`src/rtl/imem_arb.sv`:
```
// Two-master arbiter in front of a combinational instruction-memory read port.
// Define IMEM_ARB_RR_EN for round-robin with burst limiting; default is fixed priority (m0 first).
module imem_arb #(
  parameter int DEPTH     = 32,
  parameter int BURST_MAX = 4
) (
  input  logic        clk,
  input  logic        rst_n,
  input  logic        m0_req,
  input  logic [31:0] m0_addr,
  output logic        m0_gnt,
  output logic        m0_rvalid,
  output logic [31:0] m0_rdata,
  output logic        m0_err,
  input  logic        m1_req,
  input  logic [31:0] m1_addr,
  output logic        m1_gnt,
  output logic        m1_rvalid,
  output logic [31:0] m1_rdata,
  output logic        m1_err,
  output logic [31:0] imem_iaddr,
  input  logic [31:0] imem_idata
);

  localparam int          CW      = $clog2(BURST_MAX + 1);
  localparam logic [31:0] DEPTH_W = 32'(DEPTH);
  localparam logic [CW-1:0] BMAX_W = CW'(BURST_MAX);
  localparam logic [CW-1:0] ONE_W  = CW'(1);

  typedef enum logic [1:0] {
    IDLE = 2'd0,
    OWN0 = 2'd1,
    OWN1 = 2'd2
  } state_t;

  state_t        state_r, state_nxt_s;
  logic [CW-1:0] cnt_r, cnt_nxt_s;
  logic          last_r, last_nxt_s;   // 1: m1 was the last owner
  logic          sel0_s, sel1_s;
  logic          m0_gnt_s, m1_gnt_s;
  logic [31:0]   iaddr_s;
  logic          m0_rvalid_r, m1_rvalid_r, m0_err_r, m1_err_r;
  logic [31:0]   m0_rdata_r, m1_rdata_r;

  function automatic logic addr_illegal(input logic [31:0] addr);
    addr_illegal = (addr[1:0] != 2'b00) || ({2'b00, addr[31:2]} >= DEPTH_W);
  endfunction

  // State, burst counter and last-owner registers
  always_ff @(posedge clk or negedge rst_n) begin
    if (!rst_n) begin
      state_r <= IDLE;
      cnt_r   <= {CW{1'b0}};
      last_r  <= 1'b1;
    end else begin
      state_r <= state_nxt_s;
      cnt_r   <= cnt_nxt_s;
      last_r  <= last_nxt_s;
    end
  end

  // Arbitration decision and next-state computation; no grant while held in reset
  always_comb begin
    sel0_s = 1'b0;
    sel1_s = 1'b0;
    if (!rst_n) begin
      sel0_s = 1'b0;
      sel1_s = 1'b0;
    end else begin
`ifdef IMEM_ARB_RR_EN
      case (state_r)
        IDLE: begin
          if (m0_req && m1_req) begin
            sel0_s = last_r;
            sel1_s = ~last_r;
          end else begin
            sel0_s = m0_req;
            sel1_s = m1_req;
          end
        end
        OWN0: begin
          if (m0_req) begin
            sel1_s = m1_req && (cnt_r == BMAX_W);
            sel0_s = ~sel1_s;
          end else begin
            sel1_s = m1_req;
          end
        end
        OWN1: begin
          if (m1_req) begin
            sel0_s = m0_req && (cnt_r == BMAX_W);
            sel1_s = ~sel0_s;
          end else begin
            sel0_s = m0_req;
          end
        end
        default: begin
          sel0_s = 1'b0;
          sel1_s = 1'b0;
        end
      endcase
`else
      sel0_s = m0_req;
      sel1_s = m1_req & ~m0_req;
`endif
    end

    if (sel0_s) begin
      state_nxt_s = OWN0;
      last_nxt_s  = 1'b0;
    end else if (sel1_s) begin
      state_nxt_s = OWN1;
      last_nxt_s  = 1'b1;
    end else begin
      state_nxt_s = IDLE;
      last_nxt_s  = last_r;
    end

`ifdef IMEM_ARB_RR_EN
    // A grant that keeps the same owner extends the burst; any switch restarts it at one
    if ((sel0_s && state_r == OWN0) || (sel1_s && state_r == OWN1)) begin
      cnt_nxt_s = (cnt_r == BMAX_W) ? cnt_r : cnt_r + ONE_W;
    end else if (sel0_s || sel1_s) begin
      cnt_nxt_s = ONE_W;
    end else begin
      cnt_nxt_s = {CW{1'b0}};
    end
`else
    cnt_nxt_s = cnt_r;
`endif
  end

  // Grant and memory-address outputs
  always_comb begin
    m0_gnt_s = sel0_s;
    m1_gnt_s = sel1_s;
    if (sel0_s) begin
      iaddr_s = m0_addr;
    end else if (sel1_s) begin
      iaddr_s = m1_addr;
    end else begin
      iaddr_s = 32'h0000_0000;
    end
  end

  // Response registers: one-cycle strobe, data held between responses
  always_ff @(posedge clk or negedge rst_n) begin
    if (!rst_n) begin
      m0_rvalid_r <= 1'b0;
      m0_err_r    <= 1'b0;
      m0_rdata_r  <= 32'h0000_0000;
      m1_rvalid_r <= 1'b0;
      m1_err_r    <= 1'b0;
      m1_rdata_r  <= 32'h0000_0000;
    end else begin
      m0_rvalid_r <= m0_gnt_s;
      m0_err_r    <= m0_gnt_s & addr_illegal(m0_addr);
      m1_rvalid_r <= m1_gnt_s;
      m1_err_r    <= m1_gnt_s & addr_illegal(m1_addr);
      if (m0_gnt_s) begin
        m0_rdata_r <= addr_illegal(m0_addr) ? 32'h0000_0000 : imem_idata;
      end else begin
        m0_rdata_r <= m0_rdata_r;
      end
      if (m1_gnt_s) begin
        m1_rdata_r <= addr_illegal(m1_addr) ? 32'h0000_0000 : imem_idata;
      end else begin
        m1_rdata_r <= m1_rdata_r;
      end
    end
  end

  assign m0_gnt     = m0_gnt_s;
  assign m1_gnt     = m1_gnt_s;
  assign imem_iaddr = iaddr_s;
  assign m0_rvalid  = m0_rvalid_r;
  assign m0_err     = m0_err_r;
  assign m0_rdata   = m0_rdata_r;
  assign m1_rvalid  = m1_rvalid_r;
  assign m1_err     = m1_err_r;
  assign m1_rdata   = m1_rdata_r;

endmodule

```
`config.mk`:
```
export PLATFORM = sky130hd
export DESIGN_NAME = imem_arb
export DESIGN_NICKNAME = d
export VERILOG_FILES = /design/src/rtl/imem_arb.sv
export SDC_FILE = /design/constraint.sdc
export NUM_CORES = 1
export LEC_CHECK = 0
export CORE_ASPECT_RATIO = 1.75
export CORE_MARGIN = 3
export CORE_UTILIZATION = 40
export CTS_CLUSTER_SIZE = 40
export DETAILED_ROUTE_END_ITERATION = 8
export PLACE_DENSITY = 0.9
export RECOVER_POWER = 100
export SETUP_SLACK_MARGIN = 0.4
export SLEW_MARGIN = 20
export SYNTH_ARGS = -nofsm -noshare
export SYNTH_HDL_FRONTEND = slang
export SYNTH_SLANG_ARGS = --single-unit
```
`constraint.sdc`:
```
create_clock -name clk -period 1.05 [get_ports clk]
set_input_delay 0.105 -clock clk [delete_from_list [all_inputs] [get_ports clk]]
set_output_delay 0.105 -clock clk [all_outputs]
set_load 0.1 [all_outputs]
```
==> flow_results.org, run 1 <==
** Outcome
- The run stopped with a tool error.
- Failing step :: clock tree synthesis (4_1_cts)
- First error :: [ERROR DPL-0038] Utilization greater than 100%, impossible to legalize

** Synthesis
- Yosys printed 0 warnings.
- Cell Area, Synth :: 3740 um2
- Register bit count reported by yosys :: 68
- Gate count after technology mapping :: 329
- Distinct cell type count after synthesis :: 21
- Sequential cell area fraction in the yosys report :: 45.5%
- Counting every net in the synthesized netlist gives 429.
- Each instance of the synthesized netlist takes up on average 11.4 um2.

** Placement
- The congestion estimate from routability-driven global placement came to 0.870.
- In this run the tool buffered the top-level ports with 201 buffer cells.
- Half-perimeter wire length after detailed placement :: 14200 um

** Clock network
- The tree is rooted in a sky130_fd_sc_hd__clkbuf_16.
- Postcts setup bufs :: 39
- The H-tree was split into 3 levels.
- Quantity of gates resized following cts :: 311
- Total of hold buffers inserted after clock tree synthesis :: 1
- Number of clock buffers inserted by TritonCTS :: 9
- TritonCTS sink count :: 68
- In this run the deepest clock path goes through 2 buffers.

** Die
- The die is 79.1 um wide.
- Starting density of the core :: 41.1%
- Chip height :: 134 um
- The floorplan has 46 rows.
- For this design the top-level I/O count stands at 202.
[per-stage QoR]
step | hold slack (ns) | area, um2 | worst slack (ns) | util, % | std cells
after detailed placement | 0.0842 | 8070 | -0.968 | 88.8 | 693
after global placement | 0.0810 | 8070 | -0.790 | 88.8 | 693
after floorplan | -0.191 | 4510 | -0.0772 | - | 329
[synthesized netlist by cell type]
cell	instances	area, um2
sky130_fd_sc_hd__clkinv_1	1	3.75
sky130_fd_sc_hd__inv_2	1	3.75
sky130_fd_sc_hd__o41ai_2	48	781
sky130_fd_sc_hd__buf_2	7	35.0
sky130_fd_sc_hd__nand4_2	2	25.0
sky130_fd_sc_hd__buf_6	6	67.6
sky130_fd_sc_hd__o31ai_1	2	15.0
sky130_fd_sc_hd__nor4_2	8	100
sky130_fd_sc_hd__nand2_1	66	248
sky130_fd_sc_hd__o41ai_1	4	35.0
sky130_fd_sc_hd__a22o_1	32	280
sky130_fd_sc_hd__dfrtp_1	68	1700
sky130_fd_sc_hd__nor4_1	4	25.0
sky130_fd_sc_hd__nor3_1	2	10.0
sky130_fd_sc_hd__nand3b_1	1	7.51
sky130_fd_sc_hd__clkbuf_1	11	41.3
sky130_fd_sc_hd__o31ai_2	10	125
sky130_fd_sc_hd__o21a_1	2	15.0
sky130_fd_sc_hd__buf_1	8	30.0
sky130_fd_sc_hd__inv_1	32	120
sky130_fd_sc_hd__nand3_1	14	70.1
[logic make-up after synthesis]
kind of cell    Yosys count  share of synthesized area, %
compound gates           98                          33.5
buf+inv                  66                          8.06
flops                    68                          45.5
simple gates             97                          13.0
==> run 2, diff against run 1 <==
==> config.mk (replaced) <==
export PLATFORM = sky130hd
export DESIGN_NAME = imem_arb
export DESIGN_NICKNAME = d
export VERILOG_FILES = /design/src/rtl/imem_arb.sv
export SDC_FILE = /design/constraint.sdc
export NUM_CORES = 1
export LEC_CHECK = 0
export CORE_MARGIN = 3
export CORE_UTILIZATION = 35
export DETAILED_ROUTE_END_ITERATION = 8
export PLACE_DENSITY_LB_ADDON = 0.15
export RECOVER_POWER = 100
export SLEW_MARGIN = 20
export SYNTH_ARGS = -nofsm -noshare
export SYNTH_HDL_FRONTEND = slang
export SYNTH_SLANG_ARGS = --single-unit
==> run 2 against run 1 <==
Net effect:
- the flow now finishes, with violations (hold timing, setup timing)
- synthesized cell count unchanged
- area after synthesis unchanged
==> flow_results.org, run 2 <==
** Outcome
- Outcome :: finished with violations
- Failing checks :: hold timing, setup timing

** Timing
- Hold timing on the final database bottoms out at a slack of -0.0512 ns.
- Total setup violations reported at the end of the flow :: 162
- Transition at the pin with the smallest max-transition slack :: 0.891 ns
- Timing would allow up to 749 MHz.
- Between clock sinks in the finished design, the worst skew comes to 0 ns.
- Headroom to the max-slew limit came out at 40.6%.
- Unrepaired setup endpoints after global routing :: yes
- After layout, the minimum clock period comes to 1.34 ns.
- Setup slack on the critical path of the routed design comes to -0.285 ns.
- Dividing the final minimum period by the clock period gives 127%.
- Final Max Tran Viols :: 0
- Final-report hold violation count :: 64

** Layout
- Of the cells placed in the final design, the portion with a size suffix greater than 1 is 74.0%.
- The top cell types in the final layout, fill and taps aside, are sky130_fd_sc_hd__buf_12, sky130_fd_sc_hd__buf_4, sky130_fd_sc_hd__nand2_1, sky130_fd_sc_hd__dfrtp_2, sky130_fd_sc_hd__o41ai_4.
- The area growth from synthesis to layout is 154%.
- For this run, the share of the core covered by cells in the final layout is 91.7%.
- Final Instance Area :: 9510 um2
- Fill cells in the final layout number 310.
- The net count of the finished layout is 723.
- The library cell used most frequently in the layout, excluding fill and tap cells, is sky130_fd_sc_hd__buf_12.

** Worst setup path
- Depth of the worst register-to-register path :: 3
- Arrival @ worst endpoint :: 1.54 ns
- Capture instance of the worst register-to-register path :: m1_rdata[19]$_DFFE_PN0P_
- List of cells traversed by the critical path :: buf_8, nor4_4, buf_4, nand4_4, buf_6, buf_12, o41ai_2
- Nature of the critical path startpoint :: primary input
- Cell with the largest stage delay on the worst path :: sky130_fd_sc_hd__o41ai_2
- Category of the worst setup path capture point :: flip-flop
- The startpoint identified for the worst register-to-register timing path is m1_rdata[19]$_DFFE_PN0P_.
- Setup slack, reg-to-reg :: 0.08 ns
- Bufs and invs on worst path :: 4
- On the critical path the largest part of the delay comes from buffers and inverters.
- The critical path is of the primary input to flip-flop type.
- Maximum cell stage delay along the critical path :: 0.37 ns
- Required time of the critical path :: 1.25 ns
- Of all nets on the critical path, the largest fanout is 6.

** Route
- Summed over all layers, the routed wires come to 21500 um.
- In this run, the number of DRC markers left after iteration 0 of detailed routing was 212.
- Avg WL per Cell :: 28.1 um
- Number of vias per cell :: 5.78
- Via Count :: 4419
- Post-route DRC violation count :: 0
- Number of detailed-route iterations in the first pass :: 4
- Antenna Violating Nets Remaining :: 0

** Global route
- Met3 demand-to-capacity share in global routing :: 8.75%
- For met1 alone, demand over resource in global routing was 33.1%.
- After global routing the overflow that remains totals 0.
- Entering global routing, the biggest net connects 69 pins.
- Global routing used 57.5% of the available met2 tracks.
- Routing layer with the top usage in global route :: met2
- The via count of the first global-routing pass is 4802.
- First-pass GRT wire length :: 27600 um
- Global-route usage over all layers :: 31.3%
- Number of antenna violations at the first check in global routing :: 1

** Synthesis
- Counting instances in the post-synthesis netlist gives the leading cell types as sky130_fd_sc_hd__dfrtp_1, sky130_fd_sc_hd__nand2_1, sky130_fd_sc_hd__o41ai_2, sky130_fd_sc_hd__a22o_1, sky130_fd_sc_hd__inv_1.
- Number of synthesized flops with an enable pin :: 0
- Synth warn :: 0
- Post-synthesis area per instance :: 11.4 um2
- In the synthesized netlist, the number of instances is 329.
- Summing the sequential cell areas from Yosys gives 45.5% of the chip area.
- Post-synth top flop :: sky130_fd_sc_hd__dfrtp_1
- Portion of synthesized cell area occupied by the leading cell type :: 45.5%
- Async set-or-reset flop fraction in the synthesized netlist :: 100%
- The mapped netlist covers 3740 um2.
- After synthesis, the netlist uses 21 different library cells.
- In the post-synthesis netlist, the biggest area contributors are sky130_fd_sc_hd__dfrtp_1, sky130_fd_sc_hd__o41ai_2, sky130_fd_sc_hd__a22o_1.
- Cell with the most instances after synthesis :: sky130_fd_sc_hd__dfrtp_1
- Counting flops and latches in the post-synthesis netlist gives 68.
- sky130_fd_sc_hd__dfrtp_1 takes more of the synthesized area than any other cell.
- The number of nets in the synthesized netlist is 429.

** Placement
- The congestion estimate from routability-driven global placement came to 0.757.
- Half-perimeter wire length after detailed placement :: 11100 um
- Placed cell area :: 7830 um2
- Pre-CTS WS :: -0.994 ns
- Number of buffer cells added on primary ports :: 201

** Die
- In this run the count of I/O pins placed on the die edge is 202.
- The floorplan step defined a core boundary enclosing 10400 um2.
- Chip height :: 109 um
- The die covers 12000 um2.
- Cell row count :: 37
- Overall die width :: 109 um
- For this configuration, the core starts out at a cell density of 36.1%.

** Clock network
- The longest clock path from root to sink contains 2 buffers.
- Clk slew on worst S/H paths :: 0.09 ns
- CTS built an H-tree with a depth of 3.
- Worst skew pair latency :: 0.35 ns
- The tree is rooted in a sky130_fd_sc_hd__clkbuf_8.
- Counting every sink on the clock net gives 68.
- Number of clock buffers inserted by TritonCTS :: 9
- TritonCTS clock tree :: built

** Power and ir drop
- In this run the power density over the cells is 774 nW/um2.
- Static leakage power :: 5.16 nW
- Worst voltage drop across the vdd grid :: 0.899 mV

** Min path
- Tightest Hold Check Type :: primary input to asynchronous set/reset pin

** Job
- Max capacitance violation total :: 0
run 2: cell counts after synthesis:
Identical to the previous run, type by type.
run 2: cell families after synthesis:
family,count (synthesis),share of synthesized area (%)
DFF,68,45.5
AOI/OAI and AO/OA,98,33.5
and+or+nand+nor,97,13.0
buffers and inverters,66,8.06
run 2: worst max-delay path by stage:
stage	endpoint	cells after the start	start
CTS	imem_iaddr[7]	7	rst_n
finish	m1_rdata[2]$_DFFE_PN0P_	7	m1_addr[24]
global route	m1_rdata[2]$_DFFE_PN0P_	6	m1_addr[18]
detailed placement	m1_rdata[31]$_DFFE_PN0P_	6	m1_addr[24]
floorplan	m0_rdata[10]$_DFFE_PN0P_	4	m0_addr[27]
global placement	m1_rdata[0]$_DFFE_PN0P_	6	m1_addr[24]
run 2: layout make-up:
cell class | count | area, um2 | share of cell area (%)
Antenna cell | 1 | 2.50 | 0.0263
Clock buffer | 10 | 138 | 1.45
Clock inverter | 6 | 70.1 | 0.737
Inverter | 34 | 135 | 1.42
Multi-Input combinational cell | 195 | 2810 | 29.5
Sequential cell | 68 | 1780 | 18.7
Tap cell | 136 | 170 | 1.79
Timing Repair Buffer | 315 | 4410 | 46.3
run 2: where the power goes:
group / internal, mW / total (mW) / switching [mW]
Clock: 1.18 / 2.40 / 1.21
Combinational: 0.974 / 2.34 / 1.37
Sequential: 2.62 / 2.63 / 0.00688
Total: 4.78 / 7.37 / 2.59
run 2: per-stage QoR:
stage / total power, mW / cells / setup TNS, ns
detailed placement: 4.83 / 702 / -68.77
global route: 7.55 / 765 / -18.09
global placement: 4.80 / 702 / -66.05
CTS: 7.14 / 755 / -9.34
floorplan: 3.69 / 329 / -3.34
finish: 7.37 / 765 / -13.62
run 2: timing repair:
action / in CTS / in global routing
buffers inserted: 22 / 10
endpoints found under the hold margin: 65 / 0
setup endpoints to repair: 165 / 165
resized for setup: 289 / 64
gates cloned: 15 / 2
pin swaps: 81 / 18
run 2: per-layer routing:
| metal | vias to the layer above | routed length [um] | share of wire, % |
|---|---|---|---|
| met2 | 283 | 11600 | 54 |
| li1 | 1840 | - | - |
| met1 | 2220 | 7230 | 34 |
| met4 | 0 | 983 | 4.6 |
| met3 | 76 | 1690 | 7.8 |
| met5 | - | 0 | 0 |
Note: power is estimated with default switching activity, not from simulation.
==> run 3, diff against run 2 <==
==> constraint.sdc (replaced) <==
create_clock -name clk -period 1.05 [get_ports clk]
set_input_delay 0.1575 -clock clk [delete_from_list [all_inputs] [get_ports clk]]
set_output_delay 0.1575 -clock clk [all_outputs]
set_load 0.1 [all_outputs]
==> run 3 against run 2 <==
Net effect:
- largest power group is now the clock network
- the flow finishes with violations (setup timing)
- flip-flop and latch count unchanged
- first-iteration DRC count up 43%
- core utilization up 0.12 points
- wire length up 4.9%
- worst setup slack worse by 0.097 ns
- clock skew unchanged
- largest cell class unchanged
- register-to-register slack about the same
- cell area up 0.13%
- worst hold slack better by 0.21 ns
- clock power up 17%
- global-route usage up 1.1 points
- power up 6.4%
==> flow_results.org, run 3 (synthesis gave the netlist of run 2 again) <==
** Global route
- Number of antenna violations at the first check in global routing :: 3
- The first global-routing pass estimated 28400 um of wire.
- Global routing finished with a remaining overflow of 0.
- Number of global-route vias before repair :: 4867
- Entering global routing, the biggest net connects 67 pins.
- Global-route usage over all layers :: 32.3%

** Die
- Overall die width :: 109 um
- Area of the core :: 10400 um2
- For this configuration, the core starts out at a cell density of 36.1%.
- Chip height :: 109 um
- Die area :: 12000 um2
- Number of I/O pins :: 202
- The floorplan has 37 rows.

** Power and ir drop
- Power density of the placed cells :: 823 nW/um2
- Static leakage power :: 4.95 nW
- Worst voltage drop across the vdd grid :: 0.812 mV
- Power, Total :: 7.84 mW

** Route
- After detailed routing, the average wire length per cell comes to 29.2 um.
- Summing over every cut layer, the via total after detailed routing is 4565.
- For this block, the initial DRC count from the detailed router was 304.
- Wires add up to 22500 um.
- Dividing the detail-routed via count by the number of cells gives 5.92.
- After detailed routing, the number of remaining DRC violations is 0.
- Number of detailed-route iterations in the first pass :: 6
- Antenna Violating Nets Remaining :: 0

** Placement
- OpenSTA, run right after detailed placement, puts the worst setup slack at -0.854 ns.
- Number of buffer cells added on primary ports :: 201
- Weighted congestion at the end of routability-driven global placement :: 0.805
- Half-perimeter wire length after detailed placement :: 10900 um
- The number of placed instances, taps included, is 703.

** Clock network
- CTS root buffer :: sky130_fd_sc_hd__clkbuf_8
- In this run the number of H-tree levels came out at 3.
- Maximum buffer depth of the clock tree :: 2
- The clock drives 68 sinks.
- TritonCTS clock tree :: built
- TritonCTS created 9 clock buffers.
- Clock-pin slew was measured on the worst setup and hold paths at 0.08 ns.
- Worst skew pair latency :: 0.36 ns

** Timing
- For the pin with the worst max-slew slack, the measured transition is 0.889 ns.
- Maximum achievable frequency :: 698 MHz
- Tightest hold margin :: 0.158 ns
- Clock skew on the completed layout was measured at 0 ns.
- Setup violations remaining at the end of the flow were counted as 164.
- The count of final hold-check violations was 0.
- Final worst path period share :: 136%
- Setup repair after global routing could not meet its margin everywhere.
- Final Max Tran Viols :: 0
- The worst path in the final design needs a cycle of 1.43 ns, including I/O delays and setup.
- After routing, the total negative slack on setup checks comes to -25.39 ns.
- Final worst slack :: -0.382 ns
- Headroom to the max-slew limit came out at 40.7%.

** Min path
- Tightest Hold Check Type :: primary input to asynchronous set/reset pin

** Job
- The tool flagged a number of max-cap violations equal to 0.

** Layout
- Final layout net count :: 726
- Proportion of layout cells with a drive suffix above 1 :: 74.2%
- Excluding fillers, the count of instances in the completed layout stands at 771.
- Compared with the post-synthesis result, the final layout area differs by 155%.
- In the layout the commonest cells are sky130_fd_sc_hd__buf_12, sky130_fd_sc_hd__buf_4, sky130_fd_sc_hd__dfrtp_2.
- Leaving out fill and tap cells, the most frequent cell in the layout is sky130_fd_sc_hd__buf_12.

** Worst setup path
- Category of the worst setup path capture point :: primary output
- Setup slack on the worst reg-to-reg path comes out at 0.09 ns.
- Maximum fanout along the worst path :: 7
- The worst setup path is of the primary input to primary output kind.
- Required time of the critical path :: 0.89 ns
- The worst setup path is launched from a primary input.
- At the worst endpoint, the arrival time is 1.27 ns.

** Outcome
- The run finished, with violations left.
- Failing checks :: setup timing
==> run 3: cell types whose count changed in the layout (fill, tap and decap cells not counted), sizes merged <==
cell / before / now
buf: 253 / 258
bufinv: 1 / 3
bufbuf: 1 / 2
dlygate4sd2: 3 / 1
diode: 1 / 4
dlygate4sd3: 0 / 1
clkbuf: 14 / 12
inv: 35 / 33
==> run 3: cell type report <==
| type | count | area (um2) |
|---|---|---|
| diodes | 4 | 10.0 |
| clock buffers | 10 | 128 |
| clock inverters | 6 | 113 |
| fillers | 308 | 845 |
| inverters | 34 | 135 |
| multi-input cells | 195 | 2730 |
| flip-flops and latches | 68 | 1780 |
| well taps | 136 | 170 |
| repair buffers | 318 | 4460 |
==> run 3: path summary, 6_finish.rpt <==
kind                                               start                       end  depth (start not counted)
worst min register to register  m0_rdata[31]$_DFFE_PN0P_  m0_rdata[31]$_DFFE_PN0P_                          2
max in group asynchronous                          rst_n   m1_rdata[5]$_DFFE_PN0P_                          3
worst min-delay path                               rst_n  m0_rdata[30]$_DFFE_PN0P_                          3
worst max-delay path                               rst_n            imem_iaddr[28]                          6
min in group clk                             m1_addr[16]  m1_rdata[12]$_DFFE_PN0P_                          5
worst max register to register   m1_rdata[2]$_DFFE_PN0P_   m1_rdata[2]$_DFFE_PN0P_                          3
==> run 3: stage by stage <==
step / area [um2] / utilization (%)
finish: 9530 / 91.9
floorplan: 4300 / -
global placement: 7870 / 75.9
detailed placement: 7870 / 75.9
CTS: 9010 / 86.9
global route: 9530 / 91.9
==> run 3: repair_timing <==
item	4_1_cts	5_1_grt
endpoints found under the hold margin	2	0
hold buffers	1	0
gates cloned	19	2
resized for setup	296	68
pin swaps	69	23
buffers inserted	20	18
setup endpoints to repair	168	168
==> run 3: metal layers <==
layer  global-route usage (%)  wire [um]
met5                        0          0
met4                     17.4       1500
met3                     8.16       1760
met2                     58.6      12000
met1                     34.1       7260
==> run 3: worst max-delay path, stage by stage <==
cell and delay [ns]:
sky130_fd_sc_hd__buf_8 0.10, sky130_fd_sc_hd__nand3b_1 0.18, sky130_fd_sc_hd__clkinv_4 0.19, sky130_fd_sc_hd__buf_16 0.19, sky130_fd_sc_hd__a22o_4 0.27, sky130_fd_sc_hd__buf_12 0.17
==> run 3: report_power, final <==
part | internal [mW] | leakage [nW] | switching (mW) | total (mW)
sequential | 2.62 | 0.840 | 0.00596 | 2.63
combinational | 1.02 | 3.99 | 1.38 | 2.40
clock | 1.59 | 0.120 | 1.22 | 2.81
total | 5.23 | 4.95 | 2.61 | 7.84
